[config.mk]
export PLATFORM = sky130hd
export DESIGN_NAME = intram_arbiter
export DESIGN_NICKNAME = d
export VERILOG_FILES = /design/src/rtl/intram_pkg.sv /design/src/rtl/intram_arbiter_rr_arbiter2.sv /design/src/rtl/intram_arbiter.sv
export SDC_FILE = /design/constraint.sdc
export NUM_CORES = 1
export LEC_CHECK = 0
export BUFFER_PORTS_ARGS = -buffer_cell sky130_fd_sc_hd__buf_2
export CAP_MARGIN = 0
export CORE_AREA = 4 4 111 113
export DETAILED_ROUTE_END_ITERATION = 6
export DIE_AREA = 0 0 115 117
export SYNTH_ARGS = -nofsm -noshare
export SYNTH_HDL_FRONTEND = slang
export SYNTH_SLANG_ARGS = --single-unit
[constraint.sdc]
create_clock -name clk_i -period 4.4 [get_ports clk_i]
set_clock_uncertainty 0.05 [all_clocks]
set_input_delay 0.88 -clock clk_i [delete_from_list [all_inputs] [get_ports clk_i]]
set_output_delay 0.88 -clock clk_i [all_outputs]
set_load 0.005 [all_outputs]
[src/rtl/intram_pkg.sv]
// Shared types and constants for the internal-RAM arbiter slice.
package intram_pkg;

  typedef enum logic [1:0] {IDLE, ACCESS, RESP} intram_state_t;

  typedef logic port_sel_t;

  localparam int RAM_DW   = 32;
  localparam int RAM_BE_W = 4;

endpackage

[src/rtl/intram_arbiter_rr_arbiter2.sv]
// Two-input round-robin pick; the last-grant history register lives in the parent.
module rr_arbiter2
  import intram_pkg::*;
(
  input  logic [1:0] req_i,
  input  port_sel_t  last_grant_i,
  output port_sel_t  grant_o,
  output logic       valid_o
);

  always_comb begin
    grant_o = 1'b0;
    case (req_i)
      2'b01:   grant_o = 1'b0;
      2'b10:   grant_o = 1'b1;
      2'b11:   grant_o = ~last_grant_i;
      default: grant_o = 1'b0;
    endcase
  end

  assign valid_o = |req_i;

endmodule

[src/rtl/intram_arbiter.sv]
// Round-robin sharing of one single-port internal RAM between an instruction-fetch
// master (m0) and a data master (m1), both Wishbone classic.
//
// state  | meaning
// IDLE   | waiting for a request; winner's address/data captured on grant
// ACCESS | RAM address/controls presented, RAM samples on the closing edge
// RESP   | ack or err returned to the granted master if it still holds cyc
module intram_arbiter
  import intram_pkg::*;
#(
  parameter int ADDR_W = 8,
  parameter int BUS_AW = 32,
  parameter int DATA_W = 32
) (
  input  logic                clk_i,
  input  logic                rst_n_i,

  input  logic                m0_cyc_i,
  input  logic                m0_stb_i,
  input  logic                m0_we_i,
  input  logic [BUS_AW-1:0]   m0_adr_i,
  input  logic [RAM_BE_W-1:0] m0_sel_i,
  input  logic [DATA_W-1:0]   m0_dat_i,
  output logic [DATA_W-1:0]   m0_dat_o,
  output logic                m0_ack_o,
  output logic                m0_err_o,

  input  logic                m1_cyc_i,
  input  logic                m1_stb_i,
  input  logic                m1_we_i,
  input  logic [BUS_AW-1:0]   m1_adr_i,
  input  logic [RAM_BE_W-1:0] m1_sel_i,
  input  logic [DATA_W-1:0]   m1_dat_i,
  output logic [DATA_W-1:0]   m1_dat_o,
  output logic                m1_ack_o,
  output logic                m1_err_o,

  output logic                ram_we_o,
  output logic [ADDR_W-1:0]   ram_adr_o,
  output logic [RAM_BE_W-1:0] ram_be_o,
  output logic [DATA_W-1:0]   ram_dat_o,
  input  logic [DATA_W-1:0]   ram_dat_i
);

  intram_state_t         state_q, state_d;
  port_sel_t             last_grant_q, last_grant_d;
  port_sel_t             gnt_q, gnt_d;
  logic                  oob_q, oob_d;
  logic                  we_q, we_d;
  logic [ADDR_W-1:0]     adr_q, adr_d;
  logic [RAM_BE_W-1:0]   be_q, be_d;
  logic [DATA_W-1:0]     dat_q, dat_d;

  logic [1:0]            req;
  port_sel_t             arb_idx;
  logic                  arb_valid;

  logic                  sel_we;
  logic [BUS_AW-1:0]     sel_adr;
  logic [RAM_BE_W-1:0]   sel_be;
  logic [DATA_W-1:0]     sel_dat;
  logic                  gnt_cyc;

  // Byte-offset bits never reach the word-addressed RAM.
  logic                  unused_adr_lsb;
  assign unused_adr_lsb = &{1'b0, m0_adr_i[1:0], m1_adr_i[1:0]};

  assign req = {m1_cyc_i & m1_stb_i, m0_cyc_i & m0_stb_i};

  rr_arbiter2 u_rr (
    .req_i        (req),
    .last_grant_i (last_grant_q),
    .grant_o      (arb_idx),
    .valid_o      (arb_valid)
  );

  assign sel_we  = arb_idx ? m1_we_i  : m0_we_i;
  assign sel_adr = arb_idx ? m1_adr_i : m0_adr_i;
  assign sel_be  = arb_idx ? m1_sel_i : m0_sel_i;
  assign sel_dat = arb_idx ? m1_dat_i : m0_dat_i;
  assign gnt_cyc = gnt_q ? m1_cyc_i : m0_cyc_i;

  assign ram_adr_o = adr_q;
  assign ram_be_o  = be_q;
  assign ram_dat_o = dat_q;

  always_ff @(posedge clk_i or negedge rst_n_i) begin
    if (!rst_n_i) begin
      state_q      <= IDLE;
      last_grant_q <= 1'b1;
      gnt_q        <= 1'b0;
      oob_q        <= 1'b0;
      we_q         <= 1'b0;
      adr_q        <= '0;
      be_q         <= '0;
      dat_q        <= '0;
    end else begin
      state_q      <= state_d;
      last_grant_q <= last_grant_d;
      gnt_q        <= gnt_d;
      oob_q        <= oob_d;
      we_q         <= we_d;
      adr_q        <= adr_d;
      be_q         <= be_d;
      dat_q        <= dat_d;
    end
  end

  always_comb begin
    state_d      = state_q;
    last_grant_d = last_grant_q;
    gnt_d        = gnt_q;
    oob_d        = oob_q;
    we_d         = we_q;
    adr_d        = adr_q;
    be_d         = be_q;
    dat_d        = dat_q;
    ram_we_o     = 1'b0;
    m0_ack_o     = 1'b0;
    m0_err_o     = 1'b0;
    m0_dat_o     = '0;
    m1_ack_o     = 1'b0;
    m1_err_o     = 1'b0;
    m1_dat_o     = '0;

    case (state_q)
      IDLE: begin
        if (arb_valid) begin
          gnt_d        = arb_idx;
          last_grant_d = arb_idx;
          we_d         = sel_we;
          adr_d        = sel_adr[ADDR_W+1:2];
          be_d         = sel_be;
          dat_d        = sel_dat;
          oob_d        = |sel_adr[BUS_AW-1:ADDR_W+2];
          state_d      = ACCESS;
        end
      end

      ACCESS: begin
        ram_we_o = we_q & ~oob_q;
        state_d  = RESP;
      end

      RESP: begin
        state_d = IDLE;
        // A master that dropped cyc has abandoned the cycle; stay silent toward it.
        if (gnt_cyc) begin
          if (gnt_q == 1'b0) begin
            m0_ack_o = ~oob_q;
            m0_err_o = oob_q;
            m0_dat_o = (we_q | oob_q) ? '0 : ram_dat_i;
          end else begin
            m1_ack_o = ~oob_q;
            m1_err_o = oob_q;
            m1_dat_o = (we_q | oob_q) ? '0 : ram_dat_i;
          end
        end
      end

      default: state_d = IDLE;
    endcase
  end

endmodule

Yosys cells after proc, flatten, opt, wreduce, memory -nomap -nowiden
Cells that the tools add are included.
{"block": "word_totals", "reg_bits": 50, "latch_bits": 0, "ram_bits": 0, "mem_bits_ro": 0, "in_bits": 176, "out_inout_bits": 113, "elab_cells": 51, "mem_count": 0}
{"block": "classes", "n_addsub": 0, "n_mul": 0, "div_mod_pow": 0, "order_cmp": 0, "n_eq_ne": 5, "shifts": 0, "mux": 28, "bitwise": 6, "n_reduce_logical": 4}
{"op": "32-bit 2-to-1 mux", "n": 9}
{"op": "22-bit OR reduction", "n": 1}
{"op": "1-bit 2-to-1 mux", "n": 15}
{"op": "2-bit equality test, second input constant", "n": 3}
{"op": "4-bit 2-to-1 mux", "n": 1}
{"op": "2-bit case mux with 2 select lines", "n": 1}
{"op": "1-bit bitwise AND", "n": 3}
{"op": "2-bit by 1-bit equality test with 1-bit output, second input constant", "n": 1}
{"op": "2-bit zero test", "n": 1}
{"op": "2-bit 2-to-1 mux", "n": 1}
{"op": "2-bit != test, second input constant", "n": 1}
{"op": "1-bit NOT", "n": 2}
{"op": "1-bit case mux with 2 select lines", "n": 1}
{"op": "2-bit AND reduction", "n": 1}
{"op": "2-bit OR reduction", "n": 1}
{"op": "1-bit OR", "n": 1}

Logic depth before layout (Yosys ltp)
Gate-level depths: netlist of run 1.
{"block": "depth", "ltp_word": 5, "mapped_depth": 7, "ltp_nobuf": 4}

By module
Synthesis of run 1 repeated with hierarchy kept, for this count alone.
{"block": "unflattened", "hier_cells": 318, "hier_area_um2": 2917.8}
{"module": "intram_arbiter", "instances": 1, "cells_per_inst": 316, "area_per_inst_um2": 2904.0, "seq_area_each_um2": 1252.5}
{"module": "rr_arbiter2", "instances": 1, "cells_per_inst": 2, "area_per_inst_um2": 13.8, "seq_area_each_um2": 0.0}

Least setup slack after synthesis of run 1
No wires, ideal clock.
{"block": "synth_path", "path_type": "input -> output", "startpoint": "input port m0_cyc_i", "endpoint": "output port m0_dat_o[10]", "t_arrival_ns": 1.492, "required_time_ns": 3.470, "setup_slack_ns": 1.978, "cell_stages": 3, "path_buffers": 1, "cell_sequence": "and3b_1 clkbuf_1 and3_1"}
{"block": "synth_via", "elab_chain_len": 3}
{"element": "from (decl)", "line_no": "intram_arbiter.sv:18", "source": "input logic m0_cyc_i,"}
{"element": "1-bit 2-to-1 mux", "line_no": "intram_arbiter.sv:81", "source": "assign gnt_cyc = gnt_q ? m1_cyc_i : m0_cyc_i;"}
{"element": "32-bit 2-to-1 mux", "line_no": "intram_arbiter.sv:148", "source": "if (gnt_cyc) begin"}
{"element": "32-bit 2-to-1 mux", "line_no": "intram_arbiter.sv:126", "source": "case (state_q)"}
{"element": "to (decl)", "line_no": "intram_arbiter.sv:24", "source": "output logic [DATA_W-1:0] m0_dat_o,"}
Every way passes these cells.

Worst setup path in the final report of run 1
{"block": "layout_path", "startpoint": "input port m0_cyc_i", "endpoint": "output port m0_dat_o[22]"}
The elaborated chain is that of the path after synthesis.

==> metrics, run 1 <==
Die Height=approximately 120 um; RePlAce Congestion=around 0.94; Clock Pin Slew Worst Setup and Hold Paths=0.06 ns; root buffer cell=clkbuf_16; # H-tree levels=2; sw frac=0.328; number of max-cap violations=0; worst hold endpoint=state_q[1]; NetSw=0.510 mW; Fin. Hold Viols=0; CTS tree=yes; clk buf depth=2; vias in the first global route=3,024; clk sinks=50; M1 wire length=4070 um; Reg-to-Reg Start=last_grant_q; syn_nets=~490; Cell Int Power=between 1 and 1.5 mW; total gr overflow=0; gr usage total=0.141; Mapped Cells=316; CP Launch Point=m0_cyc_i; drt via density=4.48; Final Max Slew Viols=0; Worst VDD drop=0.000194 V; Die ar.=~13,000 um^2; Area Growth Syn to Fin=56.5%; largest net degree at the start of global routing=65; library cells used by synthesis=23; Flop pwr share=0.434; Slew @ Worst Pin=1.09 ns; worst setup margin=about 1.4 ns; drc violations=0; initial drt markers=54; minimum clock period=3.03 ns; setup TNS=0 ns; Core Area=roughly 11,000 um^2; RSZ-0062 raised after global routing=false; PD cells=345 nW/um^2; CTS Buf Count=5; I/O pins=289; Mapped Avg Cell Area=9.11 um^2; initial antenna violation count=2; hold path cells=1; DIE WIDTH=115 um; final setup vio count=0; drt pass-1 iters=4; IO Port Bufs=about 280; crit end category=primary output; critical path class=input pin to primary output; min-delay src=state_q[1]; Synth Register Bits=50; HPWL Detailed=8640 um; setup bufs post-CTS=0; FILL cells=between 1,000 and 1,500; fmax=0.330 GHz; Worst Reg2Reg Path Length in Cells=3; first-pass GRT wire length=15,200 um; Synth Flop Type=dfrtp_1; Pleak=2.94 nW; nets=756; dpl ws=1.39 ns; CP Launch Type=input pin; site row count=39; R2R Setup Slk=approximately 2.5 ns; Post-synth EDFFs=0; Syn. warnings=0; Post-CTS Hold Buffers=0; Combinational Power Share=0.333; DR vias=3,256; Final period util=0.688; HP Class=flip-flop to flip-flop; Post-synth ARST share=1.00; Met3 Wirelength=about 1000 um; Avg WL per Cell=14.5 um; clk_lat worst skew=0.28 ns; end of the worst register-to-register path=ram_adr_o[1]; Worst EP arrival=2.10 ns; routed wire length=10,500 um; top sig layer=met4; Seq/Total Area, Yosys=0.435; Initial Util=0.254; CTS-repair resized insts=0; Final ANT Viol Nets=0; power after layout=~1.6 mW; layout cells sized above 1=0.517; met2 WL=between 5000 and 6000 um; critical path peak fanout=34; Rel. slew slack=0.270; status=completed; Data required, critical path=around 3.5 ns; power share of the clock group=0.233; Cell Area, Synth=approximately 2900 um^2
-- layer usage --
metal  GRT usage  up-vias
li1            -     1646
met1       0.167     1431
met2       0.252      166
met3      0.0314       13
met4      0.0454        0
met5           0        -
-- power groups by stage --
stage          sequential, mW  combinational, mW  clock (mW)
2_1_floorplan           0.686              0.238           0
3_3_place_gp            0.678              0.516           0
3_5_place_dp            0.683              0.532           0
4_1_cts                 0.678              0.530       0.385
5_1_grt                 0.697              0.590       0.395
6_report                0.675              0.517       0.362
-- kinds of logic after synthesis --
logic type / Yosys count / synth area share
compound gates: 50 / 0.0921
flops: 50 / 0.435
buf+inv: 30 / 0.0513
simple gates: 141 / 0.265
mux: 45 / 0.156
-- worst max-delay path: stages --
cell	delay (ns)
buf_2	0.11
and3b_1	0.73
and3_1	0.26
buf_2	0.11
-- layout by cell type, fill, tap and decap left out --
| master | n |
|---|---|
| dfstp_2 | 1 |
| and4b_4 | 1 |
| diode_2 | 3 |
| buf_4 | 2 |
| and2_1 | 2 |
| clkbuf_16 | 5 |
| o21ai_1 | 47 |
| clkbuf_1 | 1 |
| o31ai_2 | 1 |
| buf_2 | 284 |
| a211o_2 | 1 |
| nor2b_1 | 4 |
| nor2_1 | 2 |
| a31o_4 | 1 |
| nand4_1 | 2 |
| nand2_1 | 51 |
| inv_2 | 1 |
| nor4_1 | 10 |
| and3_1 | 65 |
| and3b_1 | 2 |
| mux2i_1 | 45 |
| clkinvlp_4 | 1 |
| nor2_2 | 1 |
| nor3_2 | 1 |
| dfrtp_1 | 49 |
-- synthesized netlist by cell type (2+ instances only) --
cell,count,share of area
mux2i_1,45,0.16
nor2_1,3,0.0039
nand4_1,2,0.0043
buf_6,3,0.012
and3_1,65,0.14
nor2b_1,4,0.0087
and2_1,2,0.0043
buf_2,6,0.010
and3b_1,2,0.0061
nand2_1,51,0.066
clkbuf_1,18,0.023
dfrtp_1,49,0.43
o21ai_1,47,0.082
nor4_1,10,0.022
-- flip-flops by register name, summed over array words and instances, names as in the netlist --
signal,cells
state_q,2
we_q,1
gnt_q,1
ram_be_o,4
oob_q,1
ram_dat_o,32
ram_adr_o,8
last_grant_q,1
-- stage by stage --
step / cell area, um^2 / std cells / hold slack [ns] / utilization
3_3_place_gp: 4360 / 716 / 0.410 / 0.385
2_1_floorplan: 2880 / 316 / 0.376 / -
5_1_grt: 4500 / 725 / 0.460 / 0.398
4_1_cts: 4500 / 723 / 0.422 / 0.397
6_report: 4510 / 726 / 0.418 / 0.398
3_5_place_dp: 4360 / 716 / 0.412 / 0.385
-- worst max path at each step --
stage,endpoint,slack [ns],cells past startpoint
after floorplan,m0_dat_o[10],1.98,3
after global placement,m0_dat_o[26],1.42,4
after detailed placement,m0_dat_o[5],1.39,4
after CTS,m0_dat_o[5],1.39,4
after global routing,m0_dat_o[23],1.25,4
final,m0_dat_o[22],1.37,4
-- cell type report --
class | instances | area (um^2) | area share
Antenna cell | 3 | 7.51 | 0.00167
Clock buffer | 6 | 129 | 0.0286
Clock inverter | 1 | 7.51 | 0.00167
Inverter | 1 | 3.75 | 0.000833
Multi-Input combinational cell | 236 | 1490 | 0.331
Sequential cell | 50 | 1250 | 0.278
Tap cell | 143 | 179 | 0.0397
Timing Repair Buffer | 286 | 1440 | 0.319
Power figures use the tool's default switching activity.
==> run 2, diff against run 1 <==
--- a/config.mk
+++ b/config.mk
@@ -7,9 +7,9 @@
 export LEC_CHECK = 0
 export BUFFER_PORTS_ARGS = -buffer_cell sky130_fd_sc_hd__buf_2
 export CAP_MARGIN = 0
-export CORE_AREA = 4 4 111 113
+export CORE_AREA = 4 4 109 111
 export DETAILED_ROUTE_END_ITERATION = 6
-export DIE_AREA = 0 0 115 117
+export DIE_AREA = 0 0 113 115
 export SYNTH_ARGS = -nofsm -noshare
 export SYNTH_HDL_FRONTEND = slang
 export SYNTH_SLANG_ARGS = --single-unit
==> constraint.sdc (replaced) <==
create_clock -name clk_i -period 2.9 [get_ports clk_i]
set_clock_uncertainty 0.05 [all_clocks]
set_input_delay 0.58 -clock clk_i [delete_from_list [all_inputs] [get_ports clk_i]]
set_output_delay 0.58 -clock clk_i [all_outputs]
set_load 0.005 [all_outputs]
==> metrics, run 2 (synthesis results as in run 1) <==
status=completed; routed wire length=10,700 um; most common cell after layout, fill and taps aside=buf_2; end of the worst register-to-register path=ram_adr_o[7]; critical path peak fanout=18; initial antenna violation count=5; setup TNS=0 ns; design area=4530 um^2; Initial Util=0.267; vias in the first global route=3,290; drc violations=0; Data required, critical path=roughly 2.3 ns; HP Class=input pin to asynchronous set/reset pin; Avg WL per Cell=around 15 um; Combinational Power Share=0.344; Final Max Slew Viols=0; # H-tree levels=2; Cell Int Power=1.54 mW; Area Growth Syn to Fin=57.4%; HPWL Detailed=slightly below 9000 um; DR vias=3,304; drt via density=4.54; Flop pwr share=0.441; most frequent cells in the layout=buf_2, and3_1, nand2_1; site row count=38; Worst EP arrival=between 1.5 and 2 ns; Final ANT Viol Nets=0; final setup vio count=0; Fin. Hold Viols=0; CP Capture Point=m1_dat_o[6]; clk_lat worst skew=slightly below 0.3 ns; placed insts=717; Placement Cell Area=4410 um^2; Core Area=10,800 um^2; FILL cells=1,072; clk sinks=50; minimum clock period=2.45 ns; I/O pins=289; root buffer cell=clkbuf_8; Reg-to-Reg Start=last_grant_q; RSZ-0062 raised after global routing=false; Rel. slew slack=0.445; CP Launch Point=state_q[1]; gr usage total=0.156; Final period util=0.844; first-pass GRT wire length=16,300 um; RePlAce Congestion=about 0.97; Worst Reg2Reg Path Length in Cells=4; setup bufs post-CTS=0; largest net degree at the start of global routing=65; Worst VDD drop=0.000235 V; DIE WIDTH=113 um; Slew @ Worst Pin=0.833 ns; critical path class=flip-flop to primary output; post-layout util=0.420; CTS tree=yes; Post-CTS Hold Buffers=0; CTS-repair resized insts=0; initial drt markers=~160; PD cells=509 nW/um^2; Pleak=2.97 nW; R2R Setup Slk=1.08 ns; Clock Pin Slew Worst Setup and Hold Paths=0.09 ns; nets=760; max reg flops=32; CP Launch Type=flip-flop; NetSw=0.772 mW; fmax=0.408 GHz; non-filler instance count after layout=727; total gr overflow=0; sw frac=0.334; CTS Buf Count=5; drt pass-1 iters=4; layout cells sized above 1=0.523; Die Height=between 100 and 150 um; number of max-cap violations=0; clk buf depth=2; crit end category=primary output; Die ar.=roughly 13,000 um^2; power share of the clock group=0.215; IO Port Bufs=roughly 280; Hold WS=0.197 ns
[run 2: cell types whose count changed in the layout (fill, tap and decap cells not counted), moves of 2 or more]
cell / previous run / this run
clkbuf_16: 5 / 0
clkbuf_8: 0 / 5
buf_4: 2 / 4
buf_12: 0 / 2
[run 2: how the worst min path moves through the flow]
stage / start / to / slack (ns) / cells after the start
after floorplan: rst_n_i / gnt_q / 0.23 / 0
after global routing: rst_n_i / ram_dat_o[0] / 0.22 / 1
after detailed placement: state_q[1] / state_q[1] / 0.40 / 1
after global placement: state_q[1] / state_q[1] / 0.40 / 1
final: rst_n_i / ram_dat_o[6] / 0.20 / 1
after CTS: rst_n_i / ram_dat_o[14] / 0.20 / 1
[run 2: layout make-up]
| type | count | area (um^2) | area share |
|---|---|---|---|
| sequential | 50 | 1250 | 0.276 |
| timing repair buffer | 290 | 1490 | 0.329 |
| antenna | 2 | 5.00 | 0.00110 |
| inverter | 1 | 3.75 | 0.000828 |
| clock buffer | 5 | 68.8 | 0.0152 |
| tap | 140 | 175 | 0.0387 |
| multi-input combinational | 236 | 1490 | 0.329 |
| clock inverter | 3 | 43.8 | 0.00966 |
[run 2: per-stage QoR]
stage / setup slack, ns / power [mW]
2_1_floorplan: 1.08 / 1.40
3_3_place_gp: 0.646 / 1.82
3_5_place_dp: 0.628 / 1.85
4_1_cts: 0.444 / 2.36
5_1_grt: 0.276 / 2.52
6_report: 0.452 / 2.31
[run 2: power by group through the flow]
| stage | Combinational [mW] | Clock (mW) | Sequential [mW] |
|---|---|---|---|
| after floorplan | 0.361 | 0 | 1.04 |
| after global placement | 0.790 | 0 | 1.03 |
| after detailed placement | 0.816 | 0 | 1.03 |
| after CTS | 0.811 | 0.527 | 1.02 |
| after global routing | 0.902 | 0.561 | 1.05 |
| final | 0.794 | 0.496 | 1.02 |
[run 2: worst max-delay path: stages, from the launching register on]
cell and delay (ns):
dfrtp_1 0.37, nor2b_1 0.16, and3_1 0.44, buf_4 0.27
and3_1 0.17, buf_2 0.11
[run 2: layer usage]
layer  track usage  wire length, um  up-vias
met5             0               21        -
met4        0.0521              233        4
met3        0.0526             1230       22
met2         0.271             5130      186
met1         0.182             4070     1440
li1              -                -     1652
==> run 3, diff against run 2 <==
--- a/config.mk
+++ b/config.mk
@@ -5,11 +5,13 @@
 export SDC_FILE = /design/constraint.sdc
 export NUM_CORES = 1
 export LEC_CHECK = 0
+export ABC_AREA = 1
 export BUFFER_PORTS_ARGS = -buffer_cell sky130_fd_sc_hd__buf_2
 export CAP_MARGIN = 0
 export CORE_AREA = 4 4 109 111
 export DETAILED_ROUTE_END_ITERATION = 6
 export DIE_AREA = 0 0 113 115
+export PLACE_DENSITY = 0.66
 export SYNTH_ARGS = -nofsm -noshare
 export SYNTH_HDL_FRONTEND = slang
 export SYNTH_SLANG_ARGS = --single-unit
==> constraint.sdc (replaced) <==
create_clock -name clk_i -period 2.3 [get_ports clk_i]
set_clock_uncertainty 0.05 [all_clocks]
set_input_delay 0.46 -clock clk_i [delete_from_list [all_inputs] [get_ports clk_i]]
set_output_delay 0.46 -clock clk_i [all_outputs]
set_load 0.005 [all_outputs]
==> metrics, run 3 <==
drt pass-1 iters=4; Area Growth Syn to Fin=50.5%; clk_lat worst skew=approximately 0.3 ns; Post-synth ARST share=1.00; Die ar.=13,000 um^2; NetSw=between 1 and 1.5 mW; Post-synth EDFFs=0; Synth Register Bits=50; Initial Util=0.298; Cell Int Power=2.06 mW; vias in the first global route=~3,700; Syn. warnings=0; final setup vio count=0; DIE WIDTH=113 um; FILL cells=roughly 1,100; # H-tree levels=2; Final period util=0.943; HPWL Detailed=9850 um; critical path class=flip-flop to primary output; Core Area=10,800 um^2; Worst VDD drop=about 0.00036 V; most frequent cell after synthesis=nor2_1; Mapped Cells=426; Die Height=115 um; nets=876; Avg WL per Cell=14.5 um; M2 GR Usage=0.321; CTS Buf Count=5; layout cells sized above 1=0.556; Rel. slew slack=0.700; PD cells=669 nW/um^2; Seq/Total Area, Yosys=0.390; fmax=0.461 GHz; drt via density=4.53; library cells used by synthesis=21; Combinational Power Share=0.391; initial drt markers=216; max reg flops=32; Slew @ Worst Pin=0.445 ns; top post-synthesis cells by count=nor2_1, nand2_1, a21oi_2; critical path peak fanout=25; leading area contributor after synthesis=dfrtp_1; RSZ-0062 raised after global routing=false; crit end category=primary output; RePlAce Congestion=0.994; sw frac=0.363; largest net degree at the start of global routing=47; Worst EP arrival=1.66 ns; Final Max Slew Viols=0; Cell Area, Synth=3210 um^2; most common cell after layout, fill and taps aside=buf_2; post-layout util=0.448; HP Class=input pin to flip-flop; total gr overflow=0; synth top area cells=dfrtp_1, a21oi_2, nor2_1, nand2_1, buf_6; CP Launch Type=flip-flop; gr usage total=0.174; DR vias=3,820; top-area cell type share of the netlist area=0.382; met3 GRT Util=0.0421; Data required, critical path=1.79 ns; number of max-cap violations=0; setup TNS=0 ns; IO Port Bufs=284; first-pass GRT wire length=18,400 um; clk buf depth=2; Fin. Hold Viols=0; setup bufs post-CTS=0; routed wire length=12,200 um; Mapped Avg Cell Area=~7.5 um^2; drc violations=0; Flop pwr share=0.402; CTS tree=yes; M1 GR Usage=0.198; syn_nets=602; Clock Pin Slew Worst Setup and Hold Paths=0.10 ns; most frequent cells in the layout=buf_2, nor2_1, nand2_1; root buffer cell=clkbuf_8; power share of the clock group=0.207; Top Usage Layer GRT=met2; clk sinks=50; initial antenna violation count=2; I/O pins=289; status=completed; Synth Flop Type=dfrtp_1; Pleak=2.43 nW; Final ANT Viol Nets=0; site row count=38; minimum clock period=2.17 ns
-- run 3: cell count changes in the layout (fill, tap and decap cells not counted), sizes merged, moves of 8 or more --
cell,previous run,this run
nand2,51,94
and3,65,0
nand3,0,8
mux2i,45,0
nor4,10,1
o21ai,47,2
a21oi,0,88
nor2,3,145
-- run 3: metrics by stage --
step / cell area (um^2) / hold WS, ns / cells / total power [mW] / worst slack, ns
after global routing: 4830 / 0.323 / 843 / 3.50 / 0.00855
final: 4830 / 0.342 / 843 / 3.24 / 0.131
after global placement: 4700 / 0.242 / 832 / 2.56 / 0.392
after detailed placement: 4700 / 0.245 / 832 / 2.60 / 0.332
after CTS: 4830 / 0.320 / 841 / 3.30 / 0.120
after floorplan: 3210 / 0.114 / 426 / 2.01 / 0.779
-- run 3: layout make-up --
| cell class | instances | area, um^2 | share of cell area |
|---|---|---|---|
| Clock inverter | 2 | 38.8 | 0.00802 |
| Tap cell | 140 | 175 | 0.0362 |
| Inverter | 8 | 30.0 | 0.00621 |
| Sequential cell | 50 | 1250 | 0.259 |
| Clock buffer | 6 | 82.6 | 0.0171 |
| Antenna cell | 2 | 5.00 | 0.00104 |
| Multi-Input combinational cell | 339 | 1700 | 0.351 |
| Timing Repair Buffer | 296 | 1550 | 0.321 |
-- run 3: critical path, stage by stage (launching register included) --
cell and delay [ns]:
dfrtp_1 0.40, inv_1 0.06, nor2_2 0.11, nand3_2 0.22, buf_12 0.24, nor2_1 0.18, buf_2 0.15
-- run 3: logic make-up (layout without fill, tap and decap cells) --
family                 after synthesis  in the layout  synth area share
other                                0              2                 0
flip-flops                          50             50             0.390
AND/OR/NAND/NOR                    248            248             0.305
buffers and inverters               37            312            0.0826
AO/OA/AOI/OAI                       91             91             0.223
-- run 3: power groups by stage --
| stage | Sequential, mW | Combinational, mW | Clock, mW |
|---|---|---|---|
| after detailed placement | 1.32 | 1.29 | 0 |
| after global routing | 1.34 | 1.42 | 0.744 |
| after CTS | 1.30 | 1.29 | 0.712 |
| after floorplan | 1.33 | 0.677 | 0 |
| after global placement | 1.31 | 1.24 | 0 |
| final | 1.30 | 1.27 | 0.668 |
-- run 3: repair_timing --
item | 4_1_cts | 5_1_grt
endpoints found under the hold margin | 5 | 0
hold buffers | 1 | 0
resized for setup | 0 | 0
-- run 3: worst paths after layout --
check / start / end / slack [ns] / depth (start not counted)
max: state_q[1] / m1_dat_o[3] / 0.13 / 6
min: m1_dat_i[30] / ram_dat_o[30] / 0.34 / 3
max reg2reg: last_grant_q / ram_be_o[1] / 0.58 / 6
min reg2reg: last_grant_q / last_grant_q / 0.43 / 2
max in group asynchronous: rst_n_i / ram_dat_o[10] / 1.12 / 3
min in group asynchronous: rst_n_i / ram_adr_o[7] / 0.46 / 2
-- run 3: per-layer routing --
metal  share of wire  up-vias
met2            0.51      179
met4           0.023        0
met3           0.082       21
met5               0        -
met1            0.39     1718
li1                -     1902
